File: src/rtl/regfile_rename.sv
// rtl/regfile_rename.sv - rename-aware architectural register file (optional REGFILE_RENAME_BYPASS_EN)
module regfile_rename #(
   parameter int DATA_W = 32,
   parameter int NREG   = 32,
   parameter int AW     = 5,
   parameter int TAG_W  = 3,
   parameter int NUM_RD = 2,
   parameter int NUM_WB = 2
) (
   input  logic                     clk,
   input  logic                     rst,
   input  logic                     flush,
   input  logic                     alloc,
   input  logic [AW-1:0]            alloc_rd,
   input  logic [TAG_W-1:0]         alloc_tag,
   input  logic [NUM_WB-1:0]        wb_valid,
   input  logic [NUM_WB*AW-1:0]     wb_rd,
   input  logic [NUM_WB*TAG_W-1:0]  wb_tag,
   input  logic [NUM_WB*DATA_W-1:0] wb_data,
   input  logic [NUM_RD*AW-1:0]     rd_src,
   output logic [NUM_RD*DATA_W-1:0] rd_data,
   output logic [NUM_RD-1:0]        rd_ready,
   output logic [NUM_RD*TAG_W-1:0]  rd_tag,
   input  logic [AW-1:0]            dbg_src,
   output logic [DATA_W-1:0]        dbg_data,
   output logic [AW:0]              pend_cnt
);

   logic [DATA_W-1:0] r_data [NREG];
   logic [TAG_W-1:0]  r_tag  [NREG];
   logic [NREG-1:0]   r_valid;
   logic [AW:0]       r_pend_cnt;

   logic [NREG-1:0]   w_wb_hit;
   logic [NREG-1:0]   w_wb_match;
   logic [NREG-1:0]   w_alloc_hit;
   logic [DATA_W-1:0] w_wb_dat [NREG];
   logic [AW:0]       w_ready_cnt;
   logic              w_alloc_new;

   // Per register: pick the winning write-back port (highest index scanned last) and the allocate hit
   always_comb begin
      for (int i = 0; i < NREG; i++) begin
         w_wb_hit[i]    = 1'b0;
         w_wb_match[i]  = 1'b0;
         w_wb_dat[i]    = '0;
         w_alloc_hit[i] = 1'b0;
         for (int k = 0; k < NUM_WB; k++) begin
            if (i != 0 && wb_valid[k] && wb_rd[k*AW +: AW] == AW'(i)) begin
               w_wb_hit[i]   = 1'b1;
               w_wb_dat[i]   = wb_data[k*DATA_W +: DATA_W];
               w_wb_match[i] = !r_valid[i] && (r_tag[i] == wb_tag[k*TAG_W +: TAG_W]);
            end
         end
         w_alloc_hit[i] = (i != 0) && alloc && !flush && (alloc_rd == AW'(i));
      end
   end

   // Pending-count delta: one allocate may newly pend a register, each surviving tag match readies one
   always_comb begin
      w_ready_cnt = '0;
      w_alloc_new = 1'b0;
      for (int i = 0; i < NREG; i++) begin
         if (w_wb_match[i] && !w_alloc_hit[i])
            w_ready_cnt = w_ready_cnt + (AW+1)'(1);
         if (w_alloc_hit[i] && r_valid[i])
            w_alloc_new = 1'b1;
      end
   end

   // State update: data always takes write-back; flush beats allocate beats readying
   always_ff @(posedge clk) begin
      if (rst) begin
         for (int i = 0; i < NREG; i++) begin
            r_data[i] <= '0;
            r_tag[i]  <= '0;
         end
         r_valid    <= '1;
         r_pend_cnt <= '0;
      end else begin
         for (int i = 0; i < NREG; i++) begin
            if (w_wb_hit[i])
               r_data[i] <= w_wb_dat[i];
            if (flush) begin
               r_valid[i] <= 1'b1;
               r_tag[i]   <= '0;
            end else if (w_alloc_hit[i]) begin
               r_valid[i] <= 1'b0;
               r_tag[i]   <= alloc_tag;
            end else if (w_wb_match[i]) begin
               r_valid[i] <= 1'b1;
            end
         end
         if (flush)
            r_pend_cnt <= '0;
         else
            r_pend_cnt <= r_pend_cnt + (AW+1)'(w_alloc_new) - w_ready_cnt;
      end
   end

   // Operand reads from registered state, optionally forwarding a write-back that readies the source
   always_comb begin
      rd_data  = '0;
      rd_ready = '0;
      rd_tag   = '0;
      for (int p = 0; p < NUM_RD; p++) begin
         if (rd_src[p*AW +: AW] != '0) begin
            rd_data[p*DATA_W +: DATA_W] = r_data[rd_src[p*AW +: AW]];
            rd_ready[p]                 = r_valid[rd_src[p*AW +: AW]];
            rd_tag[p*TAG_W +: TAG_W]    = r_tag[rd_src[p*AW +: AW]];
`ifdef REGFILE_RENAME_BYPASS_EN
            if (w_wb_match[rd_src[p*AW +: AW]]) begin
               rd_data[p*DATA_W +: DATA_W] = w_wb_dat[rd_src[p*AW +: AW]];
               rd_ready[p]                 = 1'b1;
            end
`endif
         end else begin
            rd_ready[p] = 1'b1;
         end
      end
   end

   assign dbg_data = r_data[dbg_src];
   assign pend_cnt = r_pend_cnt;

endmodule
File: config.mk
export PLATFORM = sky130hd
export DESIGN_NAME = regfile_rename
export DESIGN_NICKNAME = d
export VERILOG_FILES = /design/src/rtl/regfile_rename.sv
export SDC_FILE = /design/constraint.sdc
export NUM_CORES = 2
export LEC_CHECK = 0
export BUFFER_PORTS_ARGS = -buffer_cell sky130_fd_sc_hd__buf_2
export CORE_MARGIN = 4
export CORE_UTILIZATION = 32
export DETAILED_ROUTE_END_ITERATION = 12
export PLACE_DENSITY = 0.44
export SLEW_MARGIN = 15
export SYNTH_ARGS = -nofsm -noshare
export SYNTH_HDL_FRONTEND = slang
export SYNTH_SLANG_ARGS = --single-unit
File: constraint.sdc
create_clock -name clk -period 32.2 [get_ports clk]
set_input_delay 4.83 -clock clk [delete_from_list [all_inputs] [get_ports clk]]
set_output_delay 4.83 -clock clk [all_outputs]
set_load 0.01 [all_outputs]
==> results.cfg <==
[placed_design]
numPortBuffers = 218
hpwl_um = 252700
place_congestion = 0.9266
place_inst = 9568

[final_layout]
finalNonFillerCells = 9871
nets = 6556
area_growth_pct = 11.70
final_layout_size_suffix_gt1_frac = 0.2975

[worst_setup_path]
cpMostUsedCell = ha_1
crit_fanout = 33
cpPeakStageDelay_ns = 0.68
end_kind = flop
crit_slowest_cell = buf_4
worst-path-buf-inv = 12
critPathLaunchType = input pin
worstPathRequired_ns = 32.90
critPathTopFamily = adder cells
worstPathArrival_ns = 26.80
path_class = in -> reg

[logic_synthesis]
syn_nets = 6761
synthDistinctLibCells = 91
ys_seq_area_frac = 0.4189
syn_avg_cell_area_um2 = 12.03
syn_area_mm2 = 0.07955
synth-edff-count = 1085
async_reset_ff_frac = 0
synthFlopType = edfxtp_1
syn-instance-count = 6611
synth_seq_cells = 1122
synth_warnings = 0

[clock_tree]
cts-root-buf = clkbuf_16
cts_tree = built
cts_resized = 0
post_cts_buffers = 0
clockBufferDepth = 3
cts_sinks = 1122
cts_made_buffers = 147
h-tree-depth = 4
clkLatencyLatePin_ns = 0.85
clk_pin_slew_ns = 0.06
cts_hold_buf = 0

[drt]
routed_via_density = 6.735
dr.pass1.iters = 7
wl_um = 423800
drt-initial-drc-count = 10550
drc_errors = 0
avgRoutedWirePerCell_um = 42.93
ant_nets = 0
vias = 66490

[timing]
max_freq_mhz = 38.33
finalClockSkew_ns = 0.03436
setup_tns_ns = 0
period_needed_ns = 26.09
period_share = 0.8103
tightest_slew_ns = 1.311
slew-limit-headroom = 0.1213
rsz0062_at_grt = no
finalMaxSlewViolations = 0
finalHoldViolations = 0
finalSetupViolCount = 0

[power]
vdd_ir_drop_max_mv = 0.04130
p_total_mw = 4.190
total_leakage_power_nw = 29.39
power_density_mw_per_mm2 = 47.16

[floorplan]
io-pin-count = 219
die_area_mm2 = 0.2566
initial_utilization = 0.3226
die_h_um = 506.6
rows = 182
core_area_mm2 = 0.2466
die_width_um = 506.6

[grt]
grt_max_degree = 135
antenna_found_initial = 49
grt_use_total = 0.3215
grt_pass1_wl_um = 566800
grt_pass1_vias = 63690
grt_overflow = 0

[run_status]
status = completed

[job]
maxCapViolCount = 0

[hold_path]
hold_class = reg -> reg
cell type report:
class,count,area (um2)
Timing Repair Buffer,429,2845
Sequential cell,1122,33320
Antenna cell,34,85.08
Tap cell,3312,4144
Clock buffer,176,3830
Multi-Input combinational cell,4676,43810
Clock inverter,92,708.2
Inverter,30,115.1
Fill cell,23810,157800
report_power, final:
part	switching (mW)	total, mW	internal [mW]
registers	0.0698	1.76	1.69
clock network	0.734	1.63	0.893
logic	0.480	0.801	0.321
layout by cell type (no fill, tap or decap), types with 11 or more instances in the layout:
cell type and n:
o21ai_0 39, a21oi_1 495, nor4_1 22, buf_2 203
mux2_2 218, a22o_1 188, xnor2_1 110, o22ai_1 185
nor2b_1 32, nor3_1 66, ha_1 40, nor3_2 11
clkinv_2 28, or3_2 20, nor2_2 11, inv_1 29
nand2_2 14, nand4_1 11, diode_2 34, clkinv_1 41
a22oi_1 261, nand2b_1 39, mux4_2 936, and3_1 13
nand3_1 38, clkbuf_16 149, buf_4 208, nor2_4 24
clkbuf_1 27, nor2_1 428, dfxtp_1 37, xor2_1 155
edfxtp_1 1085, nand2_1 1100
metal layers:
metal | up-vias | share of wire | global-route usage
met5 | - | 0.00017 | 0.003333
met4 | 12 | 0.072 | 0.2040
met3 | 1157 | 0.12 | 0.1008
met1 | 34450 | 0.37 | 0.4169
li1 | 25400 | - | -
met2 | 5465 | 0.43 | 0.4652
kinds of logic (layout without fill, tap and decap cells):
kind of cell,count (synthesis),after routing,share of synthesized area
simple gates,1930,1930,0.1028
compound gates,1265,1265,0.1032
mux,1160,1160,0.2966
flops,1122,1122,0.4189
buf+inv,813,727,0.03901
xor+xnor,279,279,0.03294
fa+ha+maj,41,41,0.006543
other cells,1,35,0.00004714
final timing paths:
path | from | endpoint | slack [ns] | cells past startpoint
worst max-delay path | wb_rd[6] | pend_cnt[5]$_SDFF_PP0_ | 6.11 | 107
worst min-delay path | r_valid[17]$_SDFFE_PP1P_ | r_valid[17]$_SDFFE_PP1P_ | 0.56 | 2
worst max register to register | r_tag[2][0]$_SDFFCE_PN0P_ | pend_cnt[5]$_SDFF_PP0_ | 10.64 | 105
worst min register to register | r_valid[17]$_SDFFE_PP1P_ | r_valid[17]$_SDFFE_PP1P_ | 0.56 | 2
worst min-delay path: stages, from the launching register on:
cell,delay [ns]
dfxtp_1,0.37
o21ai_0,0.10
nand2_1,0.06
cell usage after synthesis (all sizes together), types with 80 or more instances:
master,instances,share of area
nand2,1116,0.053
edfxtp,1085,0.41
mux4,936,0.26
clkbuf,663,0.031
a21oi,496,0.031
nor2,463,0.022
a22oi,261,0.025
mux2,218,0.031
a22o,188,0.021
o22ai,185,0.015
xor2,156,0.017
buf,120,0.0063
xnor2,116,0.014
nor3,80,0.0052
registers in the layout (all words and copies together) (netlist names):
name / count
r_valid: 31
r_tag: 93
pend_cnt: 6
r_data: 992
per-stage QoR:
step / utilization / hold slack [ns] / setup slack [ns] / area, um2
after floorplan: - / 0.4905 / 7.427 / 79550
after global placement: 0.3414 / 0.5230 / 5.576 / 84190
after detailed placement: 0.3415 / 0.5204 / 5.543 / 84220
after CTS: 0.3599 / 0.5397 / 6.330 / 88760
after global routing: 0.3601 / 0.5629 / 4.882 / 88810
final: 0.3603 / 0.5551 / 6.108 / 88860
Note: power is estimated with default switching activity, not from simulation.
